## src/rtl/seq_logic_pkg.sv

```systemverilog
// Shared definitions for the sequential bitwise logic unit.
//   state_e   : controller states (IDLE / BUSY / DONE), 2-bit encoding
//   op_e      : logic operation codes (AND / OR / XOR / NOR)
//   cnt_width : width of a counter that walks n slices (at least 1 bit)
package seq_logic_pkg;

  typedef enum logic [1:0] {
    S_IDLE = 2'b00,
    S_BUSY = 2'b01,
    S_DONE = 2'b10
  } state_e;

  typedef enum logic [1:0] {
    OP_AND = 2'b00,
    OP_OR  = 2'b01,
    OP_XOR = 2'b10,
    OP_NOR = 2'b11
  } op_e;

  // A single-slice build still needs a 1-bit counter so the port widths stay legal.
  function automatic int cnt_width(input int n);
    return (n > 1) ? $clog2(n) : 1;
  endfunction

endpackage

```

## src/rtl/slice_logic_op.sv

```systemverilog
// Combinational logic operation on one slice of the operands.
// Ports:
//   op  : operation select (AND / OR / XOR / NOR)
//   a   : operand A slice, SLICE_W bits
//   b   : operand B slice, SLICE_W bits
//   y   : f(op, a, b), SLICE_W bits
module slice_logic_op
  import seq_logic_pkg::*;
#(
  parameter int SLICE_W = 8
) (
  input  op_e                op,
  input  logic [SLICE_W-1:0] a,
  input  logic [SLICE_W-1:0] b,
  output logic [SLICE_W-1:0] y
);

  always_comb begin
    y = '0;
    case (op)
      OP_AND:  y = a & b;
      OP_OR:   y = a | b;
      OP_XOR:  y = a ^ b;
      OP_NOR:  y = ~(a | b);
      default: y = '0;
    endcase
  end

endmodule

```

## src/rtl/seq_bitwise_logic_unit.sv

```systemverilog
// Multi-cycle bitwise logic engine: applies AND / OR / XOR / NOR to two
// WIDTH-bit operands, SLICE_W bits per clock, with valid/ready handshakes on
// both sides. WIDTH must be a multiple of SLICE_W.
// Optional feature macro: SEQ_LOGIC_PARITY_EN adds a 'parity' output holding
// the XOR-reduction of the result, valid together with out_valid.
// Ports:
//   clk, reset          : clock, asynchronous active-high reset
//   in_valid / in_ready : operation handshake (op, input_a, input_b)
//   op                  : 00 AND, 01 OR, 10 XOR, 11 NOR
//   input_a, input_b    : operands, WIDTH bits
//   out_valid/out_ready : result handshake
//   result              : WIDTH-bit result, held until the next accept
//   zero                : result == 0, only asserted while out_valid
//   parity              : (SEQ_LOGIC_PARITY_EN only) ^result
module seq_bitwise_logic_unit
  import seq_logic_pkg::*;
#(
  parameter int WIDTH   = 32,
  parameter int SLICE_W = 8
) (
  input  logic             clk,
  input  logic             reset,
  input  logic             in_valid,
  output logic             in_ready,
  input  logic [1:0]       op,
  input  logic [WIDTH-1:0] input_a,
  input  logic [WIDTH-1:0] input_b,
  output logic             out_valid,
  input  logic             out_ready,
  output logic [WIDTH-1:0] result,
  output logic             zero
`ifdef SEQ_LOGIC_PARITY_EN
  ,
  output logic             parity
`endif
);

  localparam int NSLICE = WIDTH / SLICE_W;
  localparam int CNT_W  = cnt_width(NSLICE);
  localparam logic [CNT_W-1:0] LAST = CNT_W'(NSLICE - 1);

  state_e                          state;
  state_e                          state_next;
  logic [CNT_W-1:0]                cnt;
  logic [NSLICE-1:0][SLICE_W-1:0]  a_reg;
  logic [NSLICE-1:0][SLICE_W-1:0]  b_reg;
  logic [NSLICE-1:0][SLICE_W-1:0]  res_reg;
  logic [NSLICE-1:0][SLICE_W-1:0]  res_next;
  op_e                             op_reg;
  logic                            zero_reg;
  logic                            parity_reg;
  logic [SLICE_W-1:0]              a_slice;
  logic [SLICE_W-1:0]              b_slice;
  logic [SLICE_W-1:0]              slice_res;
  logic                            accept;
  logic                            release_out;
  logic                            last_slice;

  assign accept      = in_valid && in_ready;
  assign release_out = out_valid && out_ready;
  assign last_slice  = (cnt == LAST);

  // State register.
  always_ff @(posedge clk or posedge reset) begin
    if (reset) begin
      state <= S_IDLE;
    end else begin
      state <= state_next;
    end
  end

  // Next state and handshake outputs. in_ready is masked by reset so that it
  // only rises once reset has been released.
  always_comb begin
    state_next = state;
    in_ready   = 1'b0;
    out_valid  = 1'b0;
    case (state)
      S_IDLE: begin
        in_ready = !reset;
        if (in_valid && !reset) state_next = S_BUSY;
      end
      S_BUSY: begin
        if (last_slice) state_next = S_DONE;
      end
      S_DONE: begin
        out_valid = 1'b1;
        if (out_ready) state_next = S_IDLE;
      end
      default: state_next = S_IDLE;
    endcase
  end

  // Select the current operand slices with constant indices so that
  // non-power-of-two slice counts never index past the arrays.
  always_comb begin
    a_slice = '0;
    b_slice = '0;
    for (int i = 0; i < NSLICE; i++) begin
      if (cnt == CNT_W'(i)) begin
        a_slice = a_reg[i];
        b_slice = b_reg[i];
      end
    end
  end

  slice_logic_op #(
    .SLICE_W(SLICE_W)
  ) u_slice_op (
    .op(op_reg),
    .a (a_slice),
    .b (b_slice),
    .y (slice_res)
  );

  // Result as it will look after this cycle's slice write; zero is taken from
  // this so it reflects the complete result on the edge that enters DONE.
  always_comb begin
    res_next = res_reg;
    for (int i = 0; i < NSLICE; i++) begin
      if (cnt == CNT_W'(i)) res_next[i] = slice_res;
    end
  end

  // Datapath registers. The counter parks on the last slice rather than
  // wrapping; the next accept reloads it.
  always_ff @(posedge clk or posedge reset) begin
    if (reset) begin
      cnt        <= '0;
      a_reg      <= '0;
      b_reg      <= '0;
      op_reg     <= OP_AND;
      res_reg    <= '0;
      zero_reg   <= 1'b0;
      parity_reg <= 1'b0;
    end else if (accept) begin
      cnt        <= '0;
      a_reg      <= input_a;
      b_reg      <= input_b;
      op_reg     <= op_e'(op);
      res_reg    <= '0;
      zero_reg   <= 1'b0;
      parity_reg <= 1'b0;
    end else if (state == S_BUSY) begin
      res_reg    <= res_next;
      parity_reg <= parity_reg ^ (^slice_res);
      if (last_slice) begin
        zero_reg <= ~|res_next;
      end else begin
        cnt <= cnt + 1'b1;
      end
    end else if (release_out) begin
      zero_reg <= 1'b0;
    end
  end

  assign result = res_reg;
  assign zero   = zero_reg;

`ifdef SEQ_LOGIC_PARITY_EN
  assign parity = parity_reg;
`else
  logic unused_parity;
  assign unused_parity = parity_reg;
`endif

endmodule

```

## config.mk

```make
export PLATFORM = sky130hd
export DESIGN_NAME = seq_bitwise_logic_unit
export DESIGN_NICKNAME = d
export VERILOG_FILES = /design/src/rtl/seq_logic_pkg.sv /design/src/rtl/slice_logic_op.sv /design/src/rtl/seq_bitwise_logic_unit.sv
export SDC_FILE = /design/constraint.sdc
export NUM_CORES = 1
export LEC_CHECK = 0
export CORE_MARGIN = 3
export CORE_UTILIZATION = 52
export CTS_CLUSTER_SIZE = 12
export DETAILED_ROUTE_END_ITERATION = 10
export HOLD_SLACK_MARGIN = 0.02
export PLACE_DENSITY = 0.78
export SYNTH_ARGS = -nofsm -noshare
export SYNTH_HDL_FRONTEND = slang
export SYNTH_SLANG_ARGS = --single-unit
```

## constraint.sdc

```tcl
create_clock -name clk -period 4.55 [get_ports clk]
set_input_delay 1.365 -clock clk [delete_from_list [all_inputs] [get_ports clk]]
set_output_delay 1.365 -clock clk [all_outputs]
set_load 0.01 [all_outputs]
```

==> results.sh <==
export IMPL_tightestPinTransition_ns=1.24
export IMPL_critPathRequiredTime_ns=3.18
export IMPL_max_cap_violations=0
export IMPL_drt_pre_antenna_iters=5
export IMPL_cp_slowest_stage_delay_ns=0.61
export IMPL_r2r_worst_path_cells=13
export IMPL_design_final_nets=791
export IMPL_detailroute_via_count=4790
export IMPL_postCtsHoldBufs=0
export IMPL_worstSetupStartpointType="primary input"
export IMPL_ys_seq_area_share_pct=47.2
export IMPL_diode_count=0
export IMPL_critical_path_data_arrival_time_ns=2.78
export IMPL_htreeDepth=3
export IMPL_die_ar_um2=11800
export IMPL_overflow=0
export IMPL_grt_usage_pct=24.4
export IMPL_reg2reg_setup_slack_ns=0.94
export IMPL_drt_first_iter_violations=258
export IMPL_die_h_um=109
export IMPL_fillers=813
export IMPL_drc=0
export IMPL_gpl_final_weighted_congestion=0.915
export IMPL_ratio_of_total_power_to_cell_area_nw_per_um2=771
export IMPL_port_buffer_count=104
export IMPL_period_needed_ns=4.15
export IMPL_tritoncts_num_sinks=103
export IMPL_chipWidth_um=109
export IMPL_worst_path_max_fanout=3
export IMPL_hold_violations=0
export IMPL_timing_max_transition_violations_final=0
export IMPL_timing_critical_path_mode_cell="clkdlybuf4s50_1"
export IMPL_detail_route_wirelength_mm=13.5
export IMPL_timing_final_crit_share_pct=91.2
export IMPL_cp_startpoint="reset"
export IMPL_report_final_setup_viol=0
export IMPL_grt_pass1_vias=4666
export IMPL_antenna_violating_nets_post_route=0
export IMPL_ys_types=46
export IMPL_syn2layout_area_growth_pct=24.4
export IMPL_initial_antenna_violation_count=0
export IMPL_timing_rr_end="zero"
export IMPL_setup_repair_after_global_routing_missed_its_margin="false"
export IMPL_cts_buffers=9
export IMPL_run_status="complete, no violations"
export IMPL_slowest_stage="clkdlybuf4s50_1"
export IMPL_grt_pass1_wl_mm=22.7
export IMPL_worst_skew_pair_late_latency_ns=0.37
export IMPL_clock_root_buffer="clkbuf_8"
export IMPL_coreArea_um2=10000
export IMPL_regToRegStartpoint="cnt[0]"
export IMPL_wl_met2_mm=6.19
export IMPL_critPathKind="primary input to output pin"
export IMPL_post_synth_inst_count=617
export IMPL_timing_setup_tns_ns=0
export IMPL_cts_tree="yes"
export IMPL_holdWs_ns=0.484
export IMPL_synth_area_um2=5470
export IMPL_routed_top_layer="met4"
export IMPL_post_cts_resized=0
export IMPL_hold_end="b_reg[29]"
export IMPL_hpwlAfterDp_mm=9.93
export IMPL_cts_repair_timing_setup_buffer_count=0
export IMPL_holdCritStartpoint="b_reg[29]"
export IMPL_syn_area_cell_um2=8.86
export IMPL_synth_top_cells_by_area="dfrtp_1, nand2_1, a22o_1"
export IMPL_synth_edff_count=0
export IMPL_synth_net_count=707
export IMPL_ir_drop_mv=0.301
export IMPL_clockBufferDepth=2
export IMPL_ys_ff_latch=103
export IMPL_wire_per_inst_um=16.1
export IMPL_setup_worst_path_end_class="output pin"
export IMPL_met3_wirelength_um=852
export IMPL_floorplan_rows=36
export IMPL_io_pins=105
export IMPL_detail_route_vias_per_cell=5.71
export IMPL_worst_hold_depth=2
export IMPL_synthDominantAreaCellType="dfrtp_1"
export IMPL_timing_critical_path_cells="clkdlybuf4s50_1 > nor3_1 > clkdlybuf4s50_1"
export IMPL_drive_gt1_share_pct=6.52
export IMPL_hp_class="register to register"
export IMPL_fin_clk_skew_ns=0.0123
export IMPL_timing_fmax_ghz=0.241
export IMPL_synth_warning_count=0
export IMPL_grt_start_max_net_pins=58
export IMPL_static_power_due_to_leakage_nw=3.24
export IMPL_start_util_pct=54.7
export IMPL_clkTransAtPathRegs_ns=0.09
export IMPL_wl_met1_mm=6.10
export IMPL_synth_async_sr_flop_share_pct=100
export IMPL_synth_flop_cell="dfrtp_1"
export IMPL_timing_slew_headroom_pct=17.6
export IMPL_synthDominantCellAreaShare_pct=47.2
[cells by family (layout without fill, tap and decap cells)]
logic type / Yosys count / count (layout) / share of synthesized area, %
simple gates: 275 / 275 / 21.7
compound gates: 133 / 133 / 17.0
flops: 103 / 103 / 47.2
buf+inv: 59 / 148 / 4.53
fa+ha+maj: 20 / 20 / 4.58
mux: 18 / 18 / 3.62
xor+xnor: 9 / 9 / 1.44
[how the worst max path moves through the flow]
stage / slack (ns) / cells after the start / end
6_report: 0.40 / 3 / in_ready
5_1_grt: 0.32 / 3 / in_ready
4_1_cts: 0.41 / 3 / in_ready
3_5_place_dp: 0.41 / 3 / in_ready
3_3_place_gp: 0.48 / 3 / in_ready
2_1_floorplan: 0.48 / 1 / a_reg[0]
[stage by stage]
stage	power, mW	util, %	cell area, µm²	setup slack [ns]	instances
after detailed placement	4.63	66.0	6600	0.411	823
after floorplan	3.75	-	5470	0.481	617
after CTS	5.21	68.0	6800	0.408	839
after global routing	5.67	68.0	6800	0.318	839
after global placement	4.51	66.0	6600	0.482	823
final	5.24	68.0	6800	0.401	839
[critical path, delay by kind of cell]
kind | cells | cell delay [ns]
buffers and inverters | 2 | 1.09
and+or+nand+nor | 1 | 0.33
[routing by layer]
metal	global-route usage [%]	vias to the layer above
met3	3.10	32
met4	10.3	0
li1	-	2286
met5	0	-
met2	37.8	221
met1	34.7	2251
[layout by cell type (no fill, tap or decap), types with 5 or more instances in the layout]
master           netlist  routed
nor4_1                 5       5
buf_4                  3       8
ha_1                  20      20
nand3_1                5       5
mux2_2                14      14
a221o_1                5       5
a22o_1                31      31
dfrtp_1              103     103
nor2_1                36      36
inv_1                 17      16
a21o_1                10      10
clkdlybuf4s50_1        0     104
clkbuf_8               0      11
a211oi_1              10      10
xnor2_1                5       5
nand3b_1              13      13
nor2b_1                7       7
nor3_1                11      11
a21oi_1               44      44
o22ai_1                5       5
nand2_1              183     182
o21ai_0               10      10
[cells in the mapped netlist, drive strengths merged, types with 7 or more instances]
cell type,instances
nor3,11
a211oi,10
ha,20
a22o,31
nand3b,13
mux2,14
inv,18
a21oi,44
dfrtp,103
nand2,183
nor2,36
o21ai,12
a21o,10
buf,18
clkbuf,23
nor2b,7
[power breakdown]
| group | internal, mW | total, mW | switching (mW) |
|---|---|---|---|
| Sequential | 1.32 | 1.67 | 0.345 |
| Clock | 0.240 | 0.580 | 0.340 |
| Combinational | 1.33 | 2.99 | 1.66 |
[final cells by class]
cell class,instances,area (µm²),area share (%)
well taps,133,166,2.45
inverters,18,70.1,1.03
clock buffers,11,151,2.23
clock inverters,5,46.3,0.681
repair buffers,114,1140,16.8
flip-flops and latches,103,2580,37.9
multi-input cells,455,2640,38.9
(Power assumes the default switching activity.)
